--- src/rtl/input_cmd_fifo.sv ---
// Player-command queue: UART keys and buttons into a circular FIFO.
// Optional auto-repeat of held buttons under INPUT_CMD_AUTOREPEAT_EN.
package enum_type;
  typedef enum logic [2:0] {
    NONE, LEFT, RIGHT, DOWN,
    DROP, HOLD, ROTATE, ROTATE_REV
  } state_type;
endpackage

module input_cmd_fifo
  import enum_type::*;
#(
  parameter int DEPTH         = 16,
  parameter int REPEAT_DELAY  = 30_000_000,
  parameter int REPEAT_PERIOD = 5_000_000
) (
  input  logic                       clk,
  input  logic                       reset_n,
  input  logic                       rx_valid,
  input  logic [7:0]                 rx_byte,
  input  logic [3:0]                 btn,
  input  logic                       cmd_pop,
  output logic                       cmd_valid,
  output state_type                  cmd,
  output logic [$clog2(DEPTH+1)-1:0] count,
  output logic                       overflow,
  input  logic                       ovf_clr
);
  localparam int PW = $clog2(DEPTH);
  localparam int CW = $clog2(DEPTH+1);

  state_type       mem_q [DEPTH];
  logic [PW-1:0]   rd_q, rd_d, wr_q, wr_d;
  logic [CW-1:0]   cnt_q, cnt_d;
  logic            ovf_q, ovf_d;
  logic [3:0]      pend_q, pend_d;
  logic [3:0]      prev_q;
  logic [3:0]      win, rep;
  state_type       key_cmd, btn_cmd, enq_cmd;
  logic            key_ok, enq, do_pop;
  logic            do_push, drop;

  always_comb begin
    key_ok  = 1'b1;
    key_cmd = NONE;
    case (rx_byte)
      "A", "a":      key_cmd = LEFT;
      "D", "d":      key_cmd = RIGHT;
      "W", "w":      key_cmd = DOWN;
      "S", "s", " ": key_cmd = DROP;
      "C", "c":      key_cmd = HOLD;
      "X", "x":      key_cmd = ROTATE;
      "Z", "z":      key_cmd = ROTATE_REV;
      default:       key_ok  = 1'b0;
    endcase
  end

  always_comb begin
    win     = 4'b0000;
    btn_cmd = NONE;
    priority casez (pend_q)
      4'b???1: begin win = 4'b0001; btn_cmd = RIGHT;  end
      4'b??10: begin win = 4'b0010; btn_cmd = DOWN;   end
      4'b?100: begin win = 4'b0100; btn_cmd = LEFT;   end
      4'b1000: begin win = 4'b1000; btn_cmd = ROTATE; end
      default: ;
    endcase
  end

`ifdef INPUT_CMD_AUTOREPEAT_EN
  localparam int RMAX = (REPEAT_DELAY > REPEAT_PERIOD) ?
                        REPEAT_DELAY : REPEAT_PERIOD;
  localparam int RW   = $clog2(RMAX+1);

  logic [RW-1:0] rcnt_q [3];
  logic [RW-1:0] rcnt_d [3];
  logic [2:0]    rfir_q, rfir_d;
  logic [RW-1:0] lim;

  // counter runs only while held; first fire after DELAY, then every PERIOD
  always_comb begin
    rep    = 4'b0000;
    rfir_d = 3'b000;
    lim    = '0;
    for (int i = 0; i < 3; i++) begin
      rcnt_d[i] = '0;
      lim = rfir_q[i] ? RW'(REPEAT_PERIOD-1) : RW'(REPEAT_DELAY-1);
      if (btn[i] && prev_q[i]) begin
        if (rcnt_q[i] == lim) begin
          rep[i]    = 1'b1;
          rfir_d[i] = 1'b1;
        end else begin
          rcnt_d[i] = rcnt_q[i] + 1'b1;
          rfir_d[i] = rfir_q[i];
        end
      end
    end
  end

  always_ff @(posedge clk) begin
    if (!reset_n) begin
      rfir_q <= '0;
      for (int i = 0; i < 3; i++) rcnt_q[i] <= '0;
    end else begin
      rfir_q <= rfir_d;
      for (int i = 0; i < 3; i++) rcnt_q[i] <= rcnt_d[i];
    end
  end
`else
  logic unused_rep;
  assign unused_rep = ^{REPEAT_DELAY, REPEAT_PERIOD};
  assign rep = 4'b0000;
`endif

  always_comb begin
    enq     = (rx_valid && key_ok) || (pend_q != 4'b0000);
    enq_cmd = (rx_valid && key_ok) ? key_cmd : btn_cmd;
    do_pop  = cmd_pop && (cnt_q != '0);
    drop    = enq && (cnt_q == CW'(DEPTH)) && !do_pop;
    do_push = enq && !drop;
    pend_d  = pend_q | (btn & ~prev_q) | rep;
    if (!(rx_valid && key_ok))
      pend_d = (pend_q & ~win) | (btn & ~prev_q) | rep;
    rd_d = rd_q;
    if (do_pop)
      rd_d = (rd_q == PW'(DEPTH-1)) ? '0 : rd_q + 1'b1;
    wr_d = wr_q;
    if (do_push)
      wr_d = (wr_q == PW'(DEPTH-1)) ? '0 : wr_q + 1'b1;
    cnt_d = cnt_q;
    if (do_push && !do_pop) cnt_d = cnt_q + 1'b1;
    if (!do_push && do_pop) cnt_d = cnt_q - 1'b1;
    ovf_d = drop ? 1'b1 : (ovf_clr ? 1'b0 : ovf_q);
  end

  always_ff @(posedge clk) begin
    if (!reset_n) begin
      rd_q   <= '0;
      wr_q   <= '0;
      cnt_q  <= '0;
      ovf_q  <= 1'b0;
      pend_q <= '0;
      prev_q <= '0;
    end else begin
      rd_q   <= rd_d;
      wr_q   <= wr_d;
      cnt_q  <= cnt_d;
      ovf_q  <= ovf_d;
      pend_q <= pend_d;
      prev_q <= btn;
    end
  end

  always_ff @(posedge clk) begin
    if (do_push && reset_n) mem_q[wr_q] <= enq_cmd;
  end

  assign cmd_valid = (cnt_q != '0);
  assign cmd       = cmd_valid ? mem_q[rd_q] : NONE;
  assign count     = cnt_q;
  assign overflow  = ovf_q;
endmodule

--- config.mk ---
export PLATFORM = sky130hd
export DESIGN_NAME = input_cmd_fifo
export DESIGN_NICKNAME = d
export VERILOG_FILES = /design/src/rtl/input_cmd_fifo.sv
export SDC_FILE = /design/constraint.sdc
export NUM_CORES = 1
export LEC_CHECK = 0
export ABC_AREA = 1
export CAP_MARGIN = 20
export CORE_UTILIZATION = 50
export DETAILED_ROUTE_END_ITERATION = 16
export PLACE_DENSITY = 0.77
export SLEW_MARGIN = 10
export SYNTH_ARGS = -nofsm -noshare
export SYNTH_HDL_FRONTEND = slang
export SYNTH_SLANG_ARGS = --single-unit
--- constraint.sdc ---
create_clock -name clk -period 3.4 [get_ports clk]
set_input_delay 0.51 -clock clk [delete_from_list [all_inputs] [get_ports clk]]
set_output_delay 0.51 -clock clk [all_outputs]
set_load 0.02 [all_outputs]
==> impl_results.md, run 1 <==
- Status: finished clean
- Worst-Skew Late Latency: between 0.3 and 0.4 ns
- DR iter-0 viols: 147
- Initial antenna violation count: 0
- Setup CP Type: reg2out
- Routed wl met2: about 3.3 mm
- Worst-case clock skew: 0.00986 ns
- TritonCTS Buffers: 9
- M1 WL: about 2.9 mm
- Die H: ~86 um
- Power per cell area: a little under 700 nW/um2
- CTS Root Cell: clkbuf_8
- Post-CTS Setup Inserts: 0
- Period utilisation layout: about nine tenths
- Global route total overflow: 0
- Core area: a little under 7000 um2
- Crit Path Max Fanout: 24
- Via count: 2517
- All-Layer GR Usage: between 20% and 30%
- Setup WS post-layout: about 0.36 ns
- Switch share: 34.9%
- Antenna diodes: 0
- Worst path required time: 2.89 ns
- Synthesis warning total: 0
- Clk pwr share: 26.4%
- Power share of the sequential group: between 40% and 50%
- Initial Util: between 50% and 60%
- Combinational power share: 33.3%
- Synthesized Nets: about 380
- Avg WL per Cell: between 10 and 15 um
- Register area share after synthesis: 56.1%
- Post-route DRC: 0
- Hold-fix buffers, CTS: 0
- Post_cts resized: 0
- DP Worst Slack: between 0.3 and 0.4 ns
- Fin nets: ~410
- Post-Syn Instances: ~350
- Final Hold Viols: 0
- Number of synthesized register bits: 74
- Placer congestion estimate: around 0.85
- Post-synthesis cell type count: 34
- Highest metal layer with signal wires: met4
- First-pass GRT wire length: around 11 mm
- Setup tns final: 0 ns
- Tmin final: roughly 3.0 ns
- Maximum resistive drop on vdd: ~530 uV
- Area Growth Syn to Fin: 16.9%
- Via density: between 5 and 6
- Synthesized area per cell: 9.93 um2
- TritonCTS clock tree: done
- Setup violators final: 0
- Crit path arrival time: 2.53 ns
- Leak Pwr: 1.59 nW
- DR WL met3: about 460 um
- Number of buffers on the longest clock path: 2
- Die W: around 86 um
- Setup crit start kind: flip-flop
- Cell Chain, Critical Path: inv_1, o21ai_0, o221ai_1, nand3_1, a21oi_1, clkdlybuf4s50_1
- Fillers: 556
- Die ar.: between 7000 and 8000 um2
- CP max-delay cell: clkdlybuf4s50_1
- Layout cells sized above 1: between 10% and 20%
- Hold Path Origin: prev_q[3]$_SDFF_PN0_
- Max-slew headroom: between 50 and 60%
- Htree depth: 3
- Initial DRT Pass Iterations: 4
- Post-DP Area: between 3000 and 4000 um2
- Cell Area, Synth: ~3500 um2
- Max capacitance violation total: 0
- I/O pin cnt: 27
- Int Pwr: roughly 0.0018 W
- Sw Pwr: just under 0.001 W
- Final WL: slightly below 7 mm
- Largest net degree at the start of global routing: 25
- Crit. End Element: primary output
- Port Buf Inserts: 26
- Max Slew Vio Count: 0
- Num Clock Sinks: 74
- Reg clk slew, reported paths: ~0.070 ns
- Vias in the first global route: roughly 2500
- Crit path buf inv count: 2
- Final Hold Slack: around 0.41 ns
- Reg-to-reg startpoint: count[2]$_SDFFE_PN0P_
- Crit-path leading delay family: buffers and inverters
- Core Rows: 30
- Slew of the pin with the lowest slew margin: around 0.63 ns
- RSZ-0062 raised after global routing: no
- Antenna-violating nets left: 0
- CP peak stage delay: around 0.63 ns
- Post-DP HPWL: 4.86 mm
- Hold Crit Class: reg2reg
- Fin area: just over 4000 um2
- F_max: about 330 MHz
## cells by family after synthesis
| group | after synthesis | share of synthesized area (%) |
|---|---|---|
| and+or+nand+nor | 153 | 23.6 |
| buffers and inverters | 46 | 4.98 |
| AOI/OAI and AO/OA | 65 | 10.7 |
| xor gates and xnor gates | 5 | 1.25 |
| DFF | 74 | 56.1 |
| adders and majority gates | 9 | 3.44 |
## placed cells by master, fill, tap and decap left out, types with 5 or more instances in the layout
cell,n
nor2_1,66
o21ai_0,30
o21ai_1,9
edfxtp_1,48
nand2_1,39
o221ai_1,10
inv_1,31
nand3_1,14
nand2_4,6
dfxtp_1,26
buf_4,5
clkbuf_8,9
inv_2,7
a21oi_1,11
ha_1,8
nand2_2,5
clkdlybuf4s50_1,26
## worst reg2reg max path: stages, from the launching register on
cell and delay, ns:
dfxtp_1 0.36, nor4_4 0.34, nand2_1 0.16, nand2_2 0.16, inv_2 0.08, nand3_4 0.11
inv_2 0.07, ha_1 0.35, nand2_1 0.06, o21ai_0 0.18, xor2_1 0.19, inv_1 0.06
nand4_1 0.08, nand2_1 0.06, nor2_1 0.10, nor2_1 0.04
## synth_stat cells (all sizes together)
| cell type | instances | area share, % |
|---|---|---|
| o22ai | 3 | 0.54 |
| edfxtp | 48 | 41 |
| inv | 38 | 4.1 |
| nand4 | 3 | 0.54 |
| nand3 | 17 | 3.1 |
| nor3b | 1 | 0.21 |
| xnor2 | 1 | 0.25 |
| ha | 8 | 2.9 |
| xor2 | 4 | 1.0 |
| or2 | 1 | 0.18 |
| nor2 | 73 | 9.0 |
| dfxtp | 26 | 15 |
| clkinv | 1 | 0.14 |
| fa | 1 | 0.57 |
| o221ai | 10 | 2.5 |
| nor4 | 2 | 1.2 |
| a21oi | 11 | 1.6 |
| nor3 | 3 | 0.57 |
| nand2 | 53 | 8.7 |
| o21ai | 39 | 5.6 |
| o32ai | 1 | 0.25 |
| a22oi | 1 | 0.21 |
| clkbuf | 7 | 0.75 |
## power by group through the flow
stage | logic [W] | registers (W) | clock network, W
floorplan | 0.000607 | 0.00116 | 0
global placement | 0.000912 | 0.00115 | 0
detailed placement | 0.000929 | 0.00115 | 0
CTS | 0.000937 | 0.00113 | 0.000755
global route | 0.00103 | 0.00114 | 0.000791
finish | 0.000934 | 0.00113 | 0.000740
## registers in the layout, indices dropped and copies added (netlist names), named ones only
name	cells
overflow	1
prev_q	4
pend_q	4
mem_q	48
rd_q	4
wr_q	4
count	5
## cell type report
class                   instances  area (um2)  area share, %
well taps                      80         100           2.45
clock inverters                 7        93.8           2.30
flip-flops and latches         74        1960           48.0
multi-input cells             232        1360           33.3
inverters                      39         148           3.61
clock buffers                   9         124           3.03
repair buffers                 31         298           7.29
## routing by layer
| layer | up-vias | GRT usage (%) |
|---|---|---|
| met5 | - | 0 |
| met4 | 0 | 9.70 |
| met3 | 16 | 5.77 |
| met2 | 92 | 33.6 |
| met1 | 1138 | 23.9 |
| li1 | 1271 | - |
## through the flow
step / power, W / std cells / utilization [%]
after global routing: 0.00296 / 472 / 60.5
after detailed placement: 0.00208 / 456 / 57.2
final: 0.00280 / 472 / 60.5
after floorplan: 0.00177 / 352 / -
after CTS: 0.00282 / 472 / 60.5
after global placement: 0.00206 / 456 / 57.2
## worst paths after layout
path	endpoint	slack, ns	cells after the start
setup / recovery	cmd[1]	0.36	6
hold / removal	pend_q[3]$_SDFF_PN0_	0.41	1
setup reg to reg	count[4]$_SDFFE_PN0P_	0.90	15
hold reg to reg	pend_q[3]$_SDFF_PN0_	0.41	1
(Power assumes the default switching activity.)
==> run 2: changes to the inputs <==
--- a/config.mk
+++ b/config.mk
@@ -14,3 +14,4 @@
 export SYNTH_ARGS = -nofsm -noshare
 export SYNTH_HDL_FRONTEND = slang
 export SYNTH_SLANG_ARGS = --single-unit
+export TNS_END_PERCENT = 5
==> results of run 2 <==
No change in the layout: final DEF, timing and power equal those of run 1.
